$ cat src/rtl/lcd_pkg.sv
// Shared constants and state type for the LCD frame-store writer.
package lcd_pkg;

    localparam int LCD_WIDTH  = 160;
    localparam int LCD_HEIGHT = 144;
    localparam int FRAME_PIX  = LCD_WIDTH * LCD_HEIGHT;
    localparam int LCD_ADDR_W = 16;

    typedef enum logic [2:0] {
        WAIT_FRAME  = 3'd0,
        DRAW        = 3'd1,
        WAIT_VBLANK = 3'd2,
        CLEAR       = 3'd3,
        BLANK_HOLD  = 3'd4
    } lcd_wr_state_t;

endpackage

$ cat src/rtl/lcd_frame_writer_if.sv
// Pixel stream in, frame-store write port and status out.
interface lcd_frame_writer_if #(
    parameter int ADDR_W = 16
);
    logic [1:0]        pixel_in;
    logic              pixel_valid_in;
    logic              vblank_in;
    logic              lcd_enable_in;
    logic [ADDR_W-1:0] wr_addr_out;
    logic [1:0]        wr_data_out;
    logic              wr_en_out;
    logic              front_buf_out;
    logic              frame_done_out;
    logic              overflow_out;
    logic              short_frame_out;

    // PPU / environment side
    modport master (
        output pixel_in, pixel_valid_in, vblank_in, lcd_enable_in,
        input  wr_addr_out, wr_data_out, wr_en_out, front_buf_out,
        input  frame_done_out, overflow_out, short_frame_out
    );

    // Frame writer side
    modport slave (
        input  pixel_in, pixel_valid_in, vblank_in, lcd_enable_in,
        output wr_addr_out, wr_data_out, wr_en_out, front_buf_out,
        output frame_done_out, overflow_out, short_frame_out
    );
endinterface

$ cat src/rtl/lcd_frame_writer_edge_detect.sv
// Rise/fall detection against a one-cycle registered copy of the input.
module edge_detect (
    input  logic clk_in,
    input  logic rst_in,
    input  logic sig_in,
    output logic rise_out,
    output logic fall_out
);

    logic prev_r;

    // Previous-cycle copy of the monitored level
    always_ff @(posedge clk_in) begin
        if (rst_in) begin
            prev_r <= 1'b0;
        end else begin
            prev_r <= sig_in;
        end
    end

    assign rise_out = sig_in & ~prev_r;
    assign fall_out = ~sig_in & prev_r;

endmodule

$ cat src/rtl/lcd_frame_writer.sv
// Captures the PPU pixel stream into a ping-pong frame store and swaps
// buffers at VBlank; blanks the back buffer while the LCD is disabled.
module lcd_frame_writer
    import lcd_pkg::*;
#(
    parameter int WIDTH  = LCD_WIDTH,
    parameter int HEIGHT = LCD_HEIGHT,
    parameter int ADDR_W = LCD_ADDR_W
) (
    input  logic              clk_in,
    input  logic              rst_in,
    lcd_frame_writer_if.slave bus
);

    localparam int NPIX  = WIDTH * HEIGHT;
    localparam int CNT_W = $clog2(NPIX + 1);
    localparam logic [CNT_W-1:0]  NPIX_CNT  = CNT_W'(NPIX);
    localparam logic [CNT_W-1:0]  CNT_ONE   = {{(CNT_W-1){1'b0}}, 1'b1};
    localparam logic [ADDR_W-1:0] NPIX_ADDR = ADDR_W'(NPIX);

    lcd_wr_state_t     state_r;
    logic [CNT_W-1:0]  pix_cnt_r;
    logic              back_buf_r;
    logic              first_r;
    logic [ADDR_W-1:0] wr_addr_r;
    logic [1:0]        wr_data_r;
    logic              wr_en_r;
    logic              front_buf_r;
    logic              frame_done_r;
    logic              overflow_r;
    logic              short_frame_r;

    logic              vb_rise_s;
    logic              vb_fall_s;
    logic              en_rise_s;
    logic              en_fall_s;
    logic              cnt_full_s;
    logic [ADDR_W-1:0] pix_addr_s;
    logic [CNT_W-1:0]  draw_cnt_s;

    edge_detect u_vblank_edge (
        .clk_in   (clk_in),
        .rst_in   (rst_in),
        .sig_in   (bus.vblank_in),
        .rise_out (vb_rise_s),
        .fall_out (vb_fall_s)
    );

    edge_detect u_enable_edge (
        .clk_in   (clk_in),
        .rst_in   (rst_in),
        .sig_in   (bus.lcd_enable_in),
        .rise_out (en_rise_s),
        .fall_out (en_fall_s)
    );

    assign cnt_full_s = (pix_cnt_r == NPIX_CNT);
    assign pix_addr_s = (back_buf_r ? NPIX_ADDR : {ADDR_W{1'b0}}) + ADDR_W'(pix_cnt_r);

    // Pixel count after this cycle's strobe, so VBlank sees the updated value
    always_comb begin
        draw_cnt_s = pix_cnt_r;
        if (bus.pixel_valid_in && !cnt_full_s) begin
            draw_cnt_s = pix_cnt_r + CNT_ONE;
        end else begin
            draw_cnt_s = pix_cnt_r;
        end
    end

    // Writer FSM with registered write port and status outputs
    always_ff @(posedge clk_in) begin
        if (rst_in) begin
            state_r       <= WAIT_FRAME;
            pix_cnt_r     <= {CNT_W{1'b0}};
            back_buf_r    <= 1'b1;
            first_r       <= 1'b1;
            wr_addr_r     <= {ADDR_W{1'b0}};
            wr_data_r     <= 2'b00;
            wr_en_r       <= 1'b0;
            front_buf_r   <= 1'b0;
            frame_done_r  <= 1'b0;
            overflow_r    <= 1'b0;
            short_frame_r <= 1'b0;
        end else begin
            first_r       <= 1'b0;
            wr_en_r       <= 1'b0;
            frame_done_r  <= 1'b0;
            short_frame_r <= 1'b0;
            case (state_r)
                WAIT_FRAME: begin
                    if (!bus.lcd_enable_in) begin
                        pix_cnt_r <= {CNT_W{1'b0}};
                        state_r   <= CLEAR;
                    end else if (vb_fall_s || (first_r && !bus.vblank_in)) begin
                        state_r <= DRAW;
                    end
                end
                DRAW: begin
                    if (en_fall_s) begin
                        pix_cnt_r <= {CNT_W{1'b0}};
                        state_r   <= CLEAR;
                    end else begin
                        if (bus.pixel_valid_in && !cnt_full_s) begin
                            wr_en_r   <= 1'b1;
                            wr_addr_r <= pix_addr_s;
                            wr_data_r <= bus.pixel_in;
                        end else if (bus.pixel_valid_in) begin
                            overflow_r <= 1'b1;
                        end
                        if (vb_rise_s) begin
                            // A frame completed in this very cycle still swaps
                            if (draw_cnt_s == NPIX_CNT) begin
                                front_buf_r  <= back_buf_r;
                                back_buf_r   <= ~back_buf_r;
                                frame_done_r <= 1'b1;
                            end else begin
                                short_frame_r <= 1'b1;
                            end
                            pix_cnt_r <= {CNT_W{1'b0}};
                            state_r   <= WAIT_FRAME;
                        end else if (draw_cnt_s == NPIX_CNT) begin
                            pix_cnt_r <= draw_cnt_s;
                            state_r   <= WAIT_VBLANK;
                        end else begin
                            pix_cnt_r <= draw_cnt_s;
                        end
                    end
                end
                WAIT_VBLANK: begin
                    if (en_fall_s) begin
                        pix_cnt_r <= {CNT_W{1'b0}};
                        state_r   <= CLEAR;
                    end else begin
                        if (bus.pixel_valid_in) begin
                            overflow_r <= 1'b1;
                        end
                        if (vb_rise_s) begin
                            front_buf_r  <= back_buf_r;
                            back_buf_r   <= ~back_buf_r;
                            frame_done_r <= 1'b1;
                            pix_cnt_r    <= {CNT_W{1'b0}};
                            state_r      <= WAIT_FRAME;
                        end
                    end
                end
                CLEAR: begin
                    // Swap only after the last zero write has been issued
                    if (cnt_full_s) begin
                        front_buf_r  <= back_buf_r;
                        back_buf_r   <= ~back_buf_r;
                        frame_done_r <= 1'b1;
                        pix_cnt_r    <= {CNT_W{1'b0}};
                        state_r      <= BLANK_HOLD;
                    end else begin
                        wr_en_r   <= 1'b1;
                        wr_addr_r <= pix_addr_s;
                        wr_data_r <= 2'b00;
                        pix_cnt_r <= pix_cnt_r + CNT_ONE;
                    end
                end
                BLANK_HOLD: begin
                    if (en_rise_s) begin
                        state_r <= WAIT_FRAME;
                    end
                end
                default: begin
                    pix_cnt_r <= {CNT_W{1'b0}};
                    state_r   <= WAIT_FRAME;
                end
            endcase
        end
    end

    assign bus.wr_addr_out     = wr_addr_r;
    assign bus.wr_data_out     = wr_data_r;
    assign bus.wr_en_out       = wr_en_r;
    assign bus.front_buf_out   = front_buf_r;
    assign bus.frame_done_out  = frame_done_r;
    assign bus.overflow_out    = overflow_r;
    assign bus.short_frame_out = short_frame_r;

endmodule
$ cat src/flat_wrapper.sv
// flat-port wrapper written by rule: the top's interface ports become plain ports
module lcd_frame_writer_flat import lcd_pkg::*;
#(
    parameter int WIDTH  = LCD_WIDTH,
    parameter int HEIGHT = LCD_HEIGHT,
    parameter int ADDR_W = LCD_ADDR_W
)
  (clk_in, rst_in, bus_pixel_in, bus_pixel_valid_in, bus_vblank_in, bus_lcd_enable_in, bus_wr_addr_out, bus_wr_data_out, bus_wr_en_out, bus_front_buf_out, bus_frame_done_out, bus_overflow_out, bus_short_frame_out);
  lcd_frame_writer_if #(.ADDR_W(ADDR_W)) bus_i ();
  input  logic clk_in;
  input  logic rst_in;
  input wire logic [$bits(bus_i.pixel_in)-1:0] bus_pixel_in;
  input wire logic [$bits(bus_i.pixel_valid_in)-1:0] bus_pixel_valid_in;
  input wire logic [$bits(bus_i.vblank_in)-1:0] bus_vblank_in;
  input wire logic [$bits(bus_i.lcd_enable_in)-1:0] bus_lcd_enable_in;
  output wire logic [$bits(bus_i.wr_addr_out)-1:0] bus_wr_addr_out;
  output wire logic [$bits(bus_i.wr_data_out)-1:0] bus_wr_data_out;
  output wire logic [$bits(bus_i.wr_en_out)-1:0] bus_wr_en_out;
  output wire logic [$bits(bus_i.front_buf_out)-1:0] bus_front_buf_out;
  output wire logic [$bits(bus_i.frame_done_out)-1:0] bus_frame_done_out;
  output wire logic [$bits(bus_i.overflow_out)-1:0] bus_overflow_out;
  output wire logic [$bits(bus_i.short_frame_out)-1:0] bus_short_frame_out;
  assign bus_i.pixel_in = bus_pixel_in;
  assign bus_i.pixel_valid_in = bus_pixel_valid_in;
  assign bus_i.vblank_in = bus_vblank_in;
  assign bus_i.lcd_enable_in = bus_lcd_enable_in;
  assign bus_wr_addr_out = bus_i.wr_addr_out;
  assign bus_wr_data_out = bus_i.wr_data_out;
  assign bus_wr_en_out = bus_i.wr_en_out;
  assign bus_front_buf_out = bus_i.front_buf_out;
  assign bus_frame_done_out = bus_i.frame_done_out;
  assign bus_overflow_out = bus_i.overflow_out;
  assign bus_short_frame_out = bus_i.short_frame_out;
  lcd_frame_writer #(.WIDTH(WIDTH), .HEIGHT(HEIGHT), .ADDR_W(ADDR_W)) u_core (.clk_in(clk_in), .rst_in(rst_in), .bus(bus_i));
endmodule
$ cat config.mk
export PLATFORM = sky130hd
export DESIGN_NAME = lcd_frame_writer_flat
export DESIGN_NICKNAME = d
export VERILOG_FILES = /design/src/rtl/lcd_pkg.sv /design/src/rtl/lcd_frame_writer_if.sv /design/src/rtl/lcd_frame_writer_edge_detect.sv /design/src/rtl/lcd_frame_writer.sv /design/src/flat_wrapper.sv
export SDC_FILE = /design/constraint.sdc
export NUM_CORES = 1
export LEC_CHECK = 0
export BUFFER_PORTS_ARGS = -buffer_cell sky130_fd_sc_hd__buf_2
export CAP_MARGIN = 25
export CORE_MARGIN = 3
export CORE_UTILIZATION = 51
export CTS_BUF_LIST = sky130_fd_sc_hd__clkbuf_2
export DETAILED_ROUTE_END_ITERATION = 10
export PLACE_DENSITY_LB_ADDON = 0.1
export SLEW_MARGIN = 15
export SYNTH_ARGS = -nofsm -noshare
export SYNTH_HDL_FRONTEND = slang
export SYNTH_HIERARCHICAL = 1
export SYNTH_SLANG_ARGS = --single-unit
$ cat constraint.sdc
create_clock -name clk_in -period 6.7 [get_ports clk_in]
set_clock_uncertainty 0.2 [all_clocks]
set_input_delay 0.335 -clock clk_in [delete_from_list [all_inputs] [get_ports clk_in]]
set_output_delay 0.335 -clock clk_in [all_outputs]
set_load 0.01 [all_outputs]
==> results of run 1 <==
[worst min-delay path by stage]
stage / startpoint / depth (start not counted) / slack, ns / endpoint
2_1_floorplan: rst_in / 0 / 0.16 / u_core/first_r
3_3_place_gp: u_core/bus.wr_addr_out[5] / 2 / 0.27 / u_core/bus.wr_addr_out[5]
3_5_place_dp: u_core/bus.wr_data_out[1] / 2 / 0.27 / u_core/bus.wr_data_out[1]
4_1_cts: rst_in / 1 / 0.21 / u_core/first_r
5_1_grt: bus_pixel_valid_in / 4 / 0.25 / u_core/bus.overflow_out
6_report: rst_in / 1 / 0.22 / u_core/first_r
[layout make-up]
type	instances	area, um2
Clock buffer	5	25.02
Clock inverter	2	35.03
Fill cell	473	1979
Multi-Input combinational cell	251	1574
Tap cell	67	83.83
Sequential cell	45	900.9
Timing Repair Buffer	34	192.7
Inverter	7	26.28
[registers in the layout (all words and copies together), names as in the netlist]
register                     count
u_core/bus.overflow_out          1
u_core/bus.wr_en_out             1
u_core/u_enable_edge/prev_r      1
u_core/back_buf_r                1
u_core/first_r                   1
u_core/bus.frame_done_out        1
u_core/bus.short_frame_out       1
u_core/state_r                   3
u_core/pix_cnt_r                15
u_core/u_vblank_edge/prev_r      1
u_core/bus.wr_data_out           2
u_core/bus.front_buf_out         1
u_core/bus.wr_addr_out          16
[Yosys cell counts, types with 6 or more instances]
cell type,instances,area (um2)
a211oi_1,7,52.55
a21oi_1,24,120.1
clkbuf_1,17,63.81
dfxtp_1,45,900.9
ha_1,7,87.58
inv_1,7,26.28
mux2i_1,13,130.1
nand2_1,21,78.83
nand2b_1,6,37.54
nand3_1,13,65.06
nand4_1,6,37.54
nor2_1,44,165.2
nor2b_1,12,75.07
o21ai_0,23,115.1
[power breakdown]
part	switching, uW	internal (uW)
sequential	23.8	287
clock	87.6	60.5
combinational	113	70.9
[logic make-up after synthesis]
kind of cell | synth area share, %
buffers and inverters | 4.449
AOI/OAI and AO/OA | 22.05
adders and majority gates | 3.385
and+or+nand+nor | 27.32
xor gates and xnor gates | 2.369
muxes | 5.609
DFF | 34.82
[per-stage QoR]
step | util [%] | instance area (um2)
after floorplan | - | 2587
after CTS | 58.91 | 2838
after global routing | 58.91 | 2838
after detailed placement | 56.83 | 2738
final | 58.91 | 2838
after global placement | 56.83 | 2738
[critical path: stages, from the launching register on]
cell     delay (ns)
dfxtp_1        0.65
nand4_1        0.50
or4_1          0.68
o21ai_0        0.16
o21ai_1        0.12
nor4_1         0.33
a41o_2         0.29
mux2_4         0.30
[metal layers]
metal	GRT usage [%]	vias up	share of wire, %	routed length, um
met3	4.225	11	5.6	351
met4	7.829	0	1.9	121
met2	36.27	71	45	2846
met1	30.58	1143	47	2995
li1	-	1212	-	-
met5	0	-	0	0
[timing repair]
action	4_1_cts	5_1_grt
hold endpoints to repair	4	0
endpoints found under the setup margin	0	0
hold buffers	4	0
[layout by cell type, fill, tap and decap left out, drive strengths merged, types with 2 or more instances in the layout]
cell and n:
a22oi 3, a21oi 25, mux2i 13, or4 3, nand2b 6, or3 5, o21ai 28, nor2b 12
nand2 21, dfxtp 45, inv 7, o31ai 3, ha 7, buf 30, xnor2 5, a21o 2
nor3 5, nor2 44, nor4 7, a41o 2, xor2 2, nand3 13, nand4 6, and2 2
a31oi 5, clkbuf 5, and3 3, a211oi 7, or2 2, dlygate4sd3 4, a21boi 2
==> summary.md, run 1 <==
| Metric | Value |
|---|---|
| CP arrival | ~3.5 ns |
| Synth Area per Inst | 7.986 um2 |
| CTS Sinks | 45 |
| Final Hold Viols | 0 |
| Setup violators final | 0 |
| Die area | 5964 um2 |
| Kind of critical path | flip-flop to flip-flop |
| Pre-CTS WS | approximately 3.5 ns |
| Core area | slightly below 5000 um2 |
| Max Slew Vio Count | 0 |
| Final nets | between 300 and 400 |
| Area Growth Syn to Fin | 9.671% |
| Skew-Pair Late Insertion Delay | between 0.4 and 0.5 ns |
| R2r worst-path depth | 7 |
| Total negative slack | 0 ns |
| Synth warn | 6 |
| Fin crit share | approximately half |
| Achievable Freq | 303.8 MHz |
| ANT nets after route | 0 |
| Reg2reg setup slack | 3.41 ns |
| Number of global-route vias before repair | 2247 |
| CTS H-tree depth | 2 |
| Final min period | 3.291 ns |
| WP data required | slightly below 7 ns |
| Boundary Pins | 30 |
| Grt total ovfl | 0 |
| Status | complete, no violations |
| Worst-path clk slew | ~0.22 ns |
| Gate Count Post-Synth | approximately 320 |
| Max-cap violations | 0 |
| Total wire length | about 6300 um |
| N_diodes | 0 |
| Max Buffers Root-to-Sink | 2 |
| Crit path max fanout | 14 |
| Hpwl dp | approximately 4400 um |
| Mapped Nets | about 340 |
| Synth Register Bits | between 40 and 50 |
| Setup crit start | u_core/pix_cnt_r[4] |
| Final Wtd Congestion | about 0.91 |
| Yosys cell types | 57 |
| Critical path destination | u_core/back_buf_r |
| I/O Buffers | 29 |
| Class of the worst hold path | primary input to flip-flop |
| Clock root buffer | clkbuf_2 |
| Vias | roughly 2400 |
| First-pass GRT wire length | 11020 um |
| DRC viols | 0 |
| Number of flops mapped to enable cells by yosys | 0 |
| Startpoint Class | flip-flop |
| CTS buffer count | 5 |
| Least-Margin Pin Slew | between 1 and 1.5 ns |
| Slew margin rel. | between 30% and 40% |
| Total power | ~640 uW |
| DR WL/cell | approximately 15 um |
| Leakage power | between 0.001 and 0.0015 uW |
| Die Ht | roughly 77 um |
| RSZ-0062 raised after global routing | no |
| Asr flop ratio synth | 0% |
| Setup crit end kind | flip-flop |
| Cell count after placement | 400 |
| Antenna violations before repair | 0 |
| GRT Total Usage | between 20% and 30% |
| Reg-to-reg startpoint | u_core/pix_cnt_r[4] |
| Initial Util | around 54% |
| Reg2reg end | u_core/back_buf_r |
| TritonRoute pass-1 iters | 4 |
| Largest net degree at the start of global routing | 45 |
| Proportion of layout cells with a drive suffix above 1 | 15.41% |
| Worst VDD drop | between 100 and 150 uV |
| Die X | 77.23 um |
| Netlist Area Pre-Place | about 2600 um2 |
| Cell area power density | ~230 nW/um2 |
| Post-synthesis sequential area ratio | between 30% and 40% |
| Vias per Instance | 5.929 |
| Post-CTS setup buffer count | 0 |
| CTS resizes | 0 |
| Core Rows | 25 |
| Setup ws final | roughly 3.4 ns |
| Initial DRC count | between 150 and 200 |
| Non-Filler Instances | 411 |
| CTS tree | yes |
| WHS | about 0.22 ns |
| Ys flop type | dfxtp_1 |
Note: power is estimated with default switching activity, not from simulation.
==> inputs of run 2 (changes only) <==
- clock period: 6.7 -> 3.3 ns (I/O delays scaled with it)
==> run 2 against run 1 <==
Core utilization grew 2.4 points. Hold slack got worse by 0.17 ns. Sequential power up 100%. Wire length increased by 8.6%. Cell count up 4.1%. Combinational power rose by 120%. Total power is 98% higher.
==> summary.md, run 2 (synthesis results as in run 1) <==
| Metric | Value |
|---|---|
| Status | complete, no violations |
| R2r worst-path depth | 9 (+2) |
| Initial Util | 53.71% (unchanged) |
| First-pass GRT wire length | 11410 um (+3.5%) |
| Skew-Pair Late Insertion Delay | 0.42 ns (about the same) |
| Antenna violations before repair | 0 (unchanged) |
| Boundary Pins | 30 (unchanged) |
| Max Buffers Root-to-Sink | 2 (unchanged) |
| Crit path buf inv count | 1 (+1) |
| Setup violators final | 0 (unchanged) |
| CTS Sinks | 45 (unchanged) |
| RSZ-0062 raised after global routing | no |
| Area Growth Syn to Fin | 14.12% |
| Clock root buffer | clkbuf_2 |
| TritonRoute pass-1 iters | 4 (unchanged) |
| Most frequent cells in the layout | 45 x dfxtp_1, 43 x nor2_1, 29 x buf_2, 24 x a21oi_1, 23 x o21ai_0 |
| Most common cell after layout, fill and taps aside | dfxtp_1 |
| Worst VDD drop | 281.6 uV (+150%) |
| Core Rows | 25 (unchanged) |
| GRT Total Usage | 23.56% (+0.86 points) |
| Crit path cell chain | inv_1, ha_1, or4b_4, o41a_4, nor3_2, o211ai_1, nor4_1, a41o_2, mux2_4 |
| Cell area power density | 431.9 nW/um2 (+91%) |
| WP data required | 3.46 ns (-3.40 ns) |
| CP Depth | 9 (+2) |
| Initial DRC count | 252 (+62%) |
| Non-Filler Instances | 428 (+4.1%) |
| DR WL/cell | 16.02 um (+4.3%) |
| CP arrival | 3.21 ns (-0.24 ns) |
| Die Ht | 77.23 um (unchanged) |
| Final nets | 374 (+4.5%) |
| Fin crit share | 92.62% (+43 points) |
| I/O Buffers | 29 (unchanged) |
| Proportion of layout cells with a drive suffix above 1 | 19.11% (+3.7 points) |
| Largest delay share family, worst path | simple AND/OR/NAND/NOR gates |
| Slowest cell on crit path | o41a_4 |
| Final instance area | 2953 um2 (+4.1%) |
| CTS H-tree depth | 2 (unchanged) |
| Total power | 1275 uW (+98%) |
| Total negative slack | 0 ns (unchanged) |
| Slew margin rel. | 47.39% (+15 points) |
| Crit path max fanout | 7 (-7) |
| Worst-path clk slew | 0.24 ns (+0.02 ns) |
| Met1 Use GR | 33.93% (+3.4 points) |
| Setup crit end kind | flip-flop |
| Die area | 5964 um2 (unchanged) |
| Total wire length | 6856 um (+8.6%) |
| Max reg flops | 16 (unchanged) |
| Largest net degree at the start of global routing | 45 (unchanged) |
| Final Hold Viols | 0 (unchanged) |
| Core area | 4817 um2 (unchanged) |
| ANT nets after route | 0 (unchanged) |
| Vias | 2538 (+4.1%) |
| Met2 Usage GRT | 36.44% (+0.17 points) |
| Hold Path Depth | 1 (unchanged) |
| Leakage power | 0.001150 uW (+7.3%) |
| M3 GR Usage | 3.756% (-0.47 points) |
| Fill cells | 470 (-0.63%) |
| DRC viols | 0 (unchanged) |
| Final Wtd Congestion | 0.8652 (-4.5%) |
| Kind of critical path | flip-flop to flip-flop |
| Class of the worst hold path | primary input to flip-flop |
| Top Usage Layer GRT | met2 |
| Grt total ovfl | 0 (unchanged) |
| Max Slew Vio Count | 0 (unchanged) |
| Max-cap violations | 0 (unchanged) |
| Die X | 77.23 um (unchanged) |
| WHS | 0.04432 ns (-0.1746 ns) |
| Vias per Instance | 5.930 (about the same) |
| CTS buffer count | 5 (unchanged) |
| Cell count after placement | 416 (+4.0%) |
| Placed Area | 2870 um2 (+4.8%) |
| Hpwl dp | 4855 um (+9.4%) |
| Startpoint Class | flip-flop |
| CTS tree | yes |
| Number of global-route vias before repair | 2314 (+3.0%) |
| N_diodes | 0 (unchanged) |
| Final min period | 3.056 ns (-0.2349 ns) |
| CP max stage delay | 0.53 ns (-0.15 ns) |
| Least-Margin Pin Slew | 0.7891 ns (-0.2250 ns) |
| Achievable Freq | 327.2 MHz (+7.7%) |
-- run 2: cell count changes in the layout (fill, tap and decap cells not counted), sizes merged --
cell	delta
buf	+16
clkinv	+2
bufinv	-1
-- run 2: final timing paths --
path	to	start	slack, ns
worst min-delay path	u_core/first_r	rst_in	0.04
worst min register to register	u_core/bus.wr_data_out[1]	u_core/bus.wr_data_out[1]	0.30
worst max register to register	u_core/back_buf_r	u_core/pix_cnt_r[0]	0.24
worst max-delay path	u_core/back_buf_r	u_core/pix_cnt_r[0]	0.24
-- run 2: timing repair --
action                                 4_1_cts  5_1_grt
hold buffers                                 4        0
endpoints found under the hold margin        4        0
resized for setup                            0        0
buffers inserted                             0        0
-- run 2: power breakdown --
part,total (uW),switching [uW],internal [uW],leakage (uW)
Sequential,625,40.6,584,0.000365
Combinational,411,251,160,0.000755
Clock,239,189,50.3,0.0000304
-- run 2: final cells by class --
class | instances | area (um2) | area share (%)
timing repair buffer | 50 | 325.3 | 11.02
clock inverter | 3 | 17.52 | 0.5932
inverter | 7 | 26.28 | 0.8898
multi-input combinational | 251 | 1574 | 53.31
tap | 67 | 83.83 | 2.839
sequential | 45 | 900.9 | 30.51
clock buffer | 5 | 25.02 | 0.8475
-- run 2: metal layers --
layer  up-vias  share of wire [%]
met3         7                5.4
met2        81                 45
met5         -                  0
met1      1202                 49
met4         0               0.95
li1       1248                  -
-- run 2: metrics by stage --
| step | util (%) | setup WS [ns] |
|---|---|---|
| final | 61.30 | 0.2436 |
| after global routing | 61.30 | 0.1642 |
| after CTS | 61.30 | 0.2617 |
| after detailed placement | 59.58 | 0.2778 |
| after global placement | 59.58 | 0.3590 |
| after floorplan | - | 0.2834 |
==> inputs of run 3 (changes only) <==
- GPL_TIMING_DRIVEN: not set -> 0
==> run 3 against run 2 <==
Clock-buffer cell count unchanged. Largest power group unchanged. Hold slack improved by 0.22 ns. Sequential cell count unchanged. Wire length decreased by 0.10%. Largest cell class unchanged. Sequential share of layout area decreased by 0.11 points. First-iteration DRC count decreased by 6.7%. Die area unchanged. Total power increased by 4.5%.
==> summary.md, run 3 (synthesis results as in run 1) <==
| Metric | Value |
|---|---|
| CP Depth | 7 (-2) |
| Area Growth Syn to Fin | 14.85% |
| Cell area power density | 448.5 nW/um2 (+3.9%) |
| Crit path cell chain | or4bb_4, o41a_4, nor3_2, o21ai_0, nor4_2, a41o_2, mux2_4 |
| Reg-to-reg startpoint | u_core/pix_cnt_r[9] |
| Setup crit start | u_core/pix_cnt_r[9] |
| Initial DRC count | 235 (-6.7%) |
| I/O Buffers | 28 (-3.4%) |
| Slowest cell on crit path | or4bb_4 |
| Leakage power | 0.001116 uW (-3.0%) |
| Crit path buf inv count | 0 (-1) |
| Reg2reg setup slack | 0.11 ns (-0.13 ns) |
| Non-Filler Instances | 430 (+0.47%) |
| Final min period | 3.188 ns (+0.1315 ns) |
| Hpwl dp | 4930 um (+1.5%) |
| Kind of critical path | flip-flop to flip-flop |
| Max Buffers Root-to-Sink | 2 (unchanged) |
| CTS tree | yes |
| CTS H-tree depth | 2 (unchanged) |
| Worst-path clk slew | 0.21 ns (-0.03 ns) |
| Final core utilization | 61.69% (+0.39 points) |
| Slew margin rel. | 50.55% (+3.2 points) |
| Core area | 4817 um2 (unchanged) |
| Crit path max fanout | 9 (+2) |
| Final nets | 377 (+0.80%) |
| Cell count after placement | 419 (+0.72%) |
| RSZ-0062 raised after global routing | no |
| Final instance area | 2972 um2 (+0.64%) |
| Status | complete, no violations |
| Hold Path Depth | 4 (+3) |
| Startpoint Class | flip-flop |
| CP max stage delay | 0.64 ns (+0.11 ns) |
| Final Hold Viols | 0 (unchanged) |
| Initial Util | 53.71% (unchanged) |
| Total wire length | 6849 um (-0.10%) |
| WHS | 0.2677 ns (+0.2234 ns) |
| CP arrival | 3.32 ns (+0.11 ns) |
| Die X | 77.23 um (unchanged) |
| Clock root buffer | clkbuf_2 |
| Skew-Pair Late Insertion Delay | 0.41 ns (about the same) |
| Boundary Pins | 30 (unchanged) |
| Worst Min Path Start | bus_pixel_valid_in |
| Achievable Freq | 313.7 MHz (-4.1%) |
| Setup violators final | 0 (unchanged) |
| Class of the worst hold path | primary input to flip-flop |
| N_diodes | 0 (unchanged) |
| Most frequent cells in the layout | 43 x nor2_1, 43 x dfxtp_1, 31 x buf_2, 24 x a21oi_1, 23 x o21ai_0 |
| Fill cells | 452 (-3.8%) |
| Largest delay share family, worst path | simple AND/OR/NAND/NOR gates |
| Proportion of layout cells with a drive suffix above 1 | 16.80% (-2.3 points) |
| Antenna violations before repair | 0 (unchanged) |
| Total negative slack | 0 ns (unchanged) |
| R2r worst-path depth | 7 (-2) |
| ANT nets after route | 0 (unchanged) |
| Max-cap violations | 0 (unchanged) |
| Least-Margin Pin Slew | 0.7417 ns (-0.04741 ns) |
| GRT Total Usage | 23.59% (+0.025 points) |
| Fin crit share | 96.60% (+4.0 points) |
| DR WL/cell | 15.93 um (-0.57%) |
| Vias | 2566 (+1.1%) |
| TritonRoute pass-1 iters | 5 (+1) |
| CTS Sinks | 45 (unchanged) |
| Die Ht | 77.23 um (unchanged) |
| Max reg flops | 16 (unchanged) |
| Placed Area | 2811 um2 (-2.0%) |
| Number of global-route vias before repair | 2339 (+1.1%) |
| Grt total ovfl | 0 (unchanged) |
| Post-CTS setup buffer count | 0 (unchanged) |
| WP data required | 3.43 ns (-0.03 ns) |
| Max Slew Vio Count | 0 (unchanged) |
| Largest net degree at the start of global routing | 14 (-69%) |
| Core Rows | 25 (unchanged) |
| CTS buffer count | 5 (unchanged) |
| Vias per Instance | 5.967 (+0.63%) |
| First-pass GRT wire length | 11430 um (+0.18%) |
| Worst VDD drop | 264.4 uV (-6.1%) |
| Die area | 5964 um2 (unchanged) |
| Final Wtd Congestion | 0.9341 (+8.0%) |
| DRC viols | 0 (unchanged) |
| Setup crit end kind | flip-flop |
run 3: changes by cell type in the layout (fill, tap and decap cells not counted), sizes merged:
cell | previous run | this run
clkbuf | 5 | 20
buf | 46 | 33
dlygate4sd3 | 4 | 5
bufinv | 0 | 1
clkinv | 3 | 1
run 3: path summary, 6_finish.rpt:
kind / endpoint
setup / recovery: u_core/back_buf_r
hold reg to reg: u_core/bus.front_buf_out
hold / removal: u_core/bus.overflow_out
setup reg to reg: u_core/back_buf_r
run 3: worst register-to-register path, delay by kind of cell (launching register included):
family | cells | cell delay, ns
compound gates | 3 | 0.99
mux | 1 | 0.31
flops | 1 | 0.56
simple gates | 3 | 1.07
run 3: area by class of cell:
class	count	area (um2)	share of cell area (%)
repair buffers	33	190.2	6.400
multi-input cells	251	1622	54.57
clock buffers	5	25.02	0.8421
flip-flops and latches	45	903.4	30.40
inverters	7	26.28	0.8842
well taps	67	83.83	2.821
clock inverters	2	35.03	1.179
plain buffers	20	86.33	2.905
run 3: metrics by stage:
stage          setup slack [ns]  power, uW
2_1_floorplan            0.2834      915.4
3_3_place_gp           -0.08873       1026
3_5_place_dp            -0.1238       1029
4_1_cts                -0.04218       1330
5_1_grt                0.005962       1415
6_report                 0.1121       1333
run 3: what timing repair did:
item | in CTS | in global routing
endpoints found under the setup margin | 18 | 21
gates resized for setup | 4 | 9
hold endpoints to repair | 10 | 0
hold buffers | 5 | 0
pin swaps | 0 | 3
run 3: report_power, final:
group	leakage [uW]	switching, uW	total, uW	internal (uW)
combinational	0.000711	269	424	156
sequential	0.000366	28.8	613	584
clock	0.0000388	173	296	123
run 3: routing by layer:
metal  share of wire [%]  global-route usage (%)  vias up
li1                    -                       -     1252
met1                  47                   33.43     1193
met2                  45                   36.10      110
met3                 7.3                   4.108       11
met4                 1.3                   7.651        0
met5                   0                       0        -
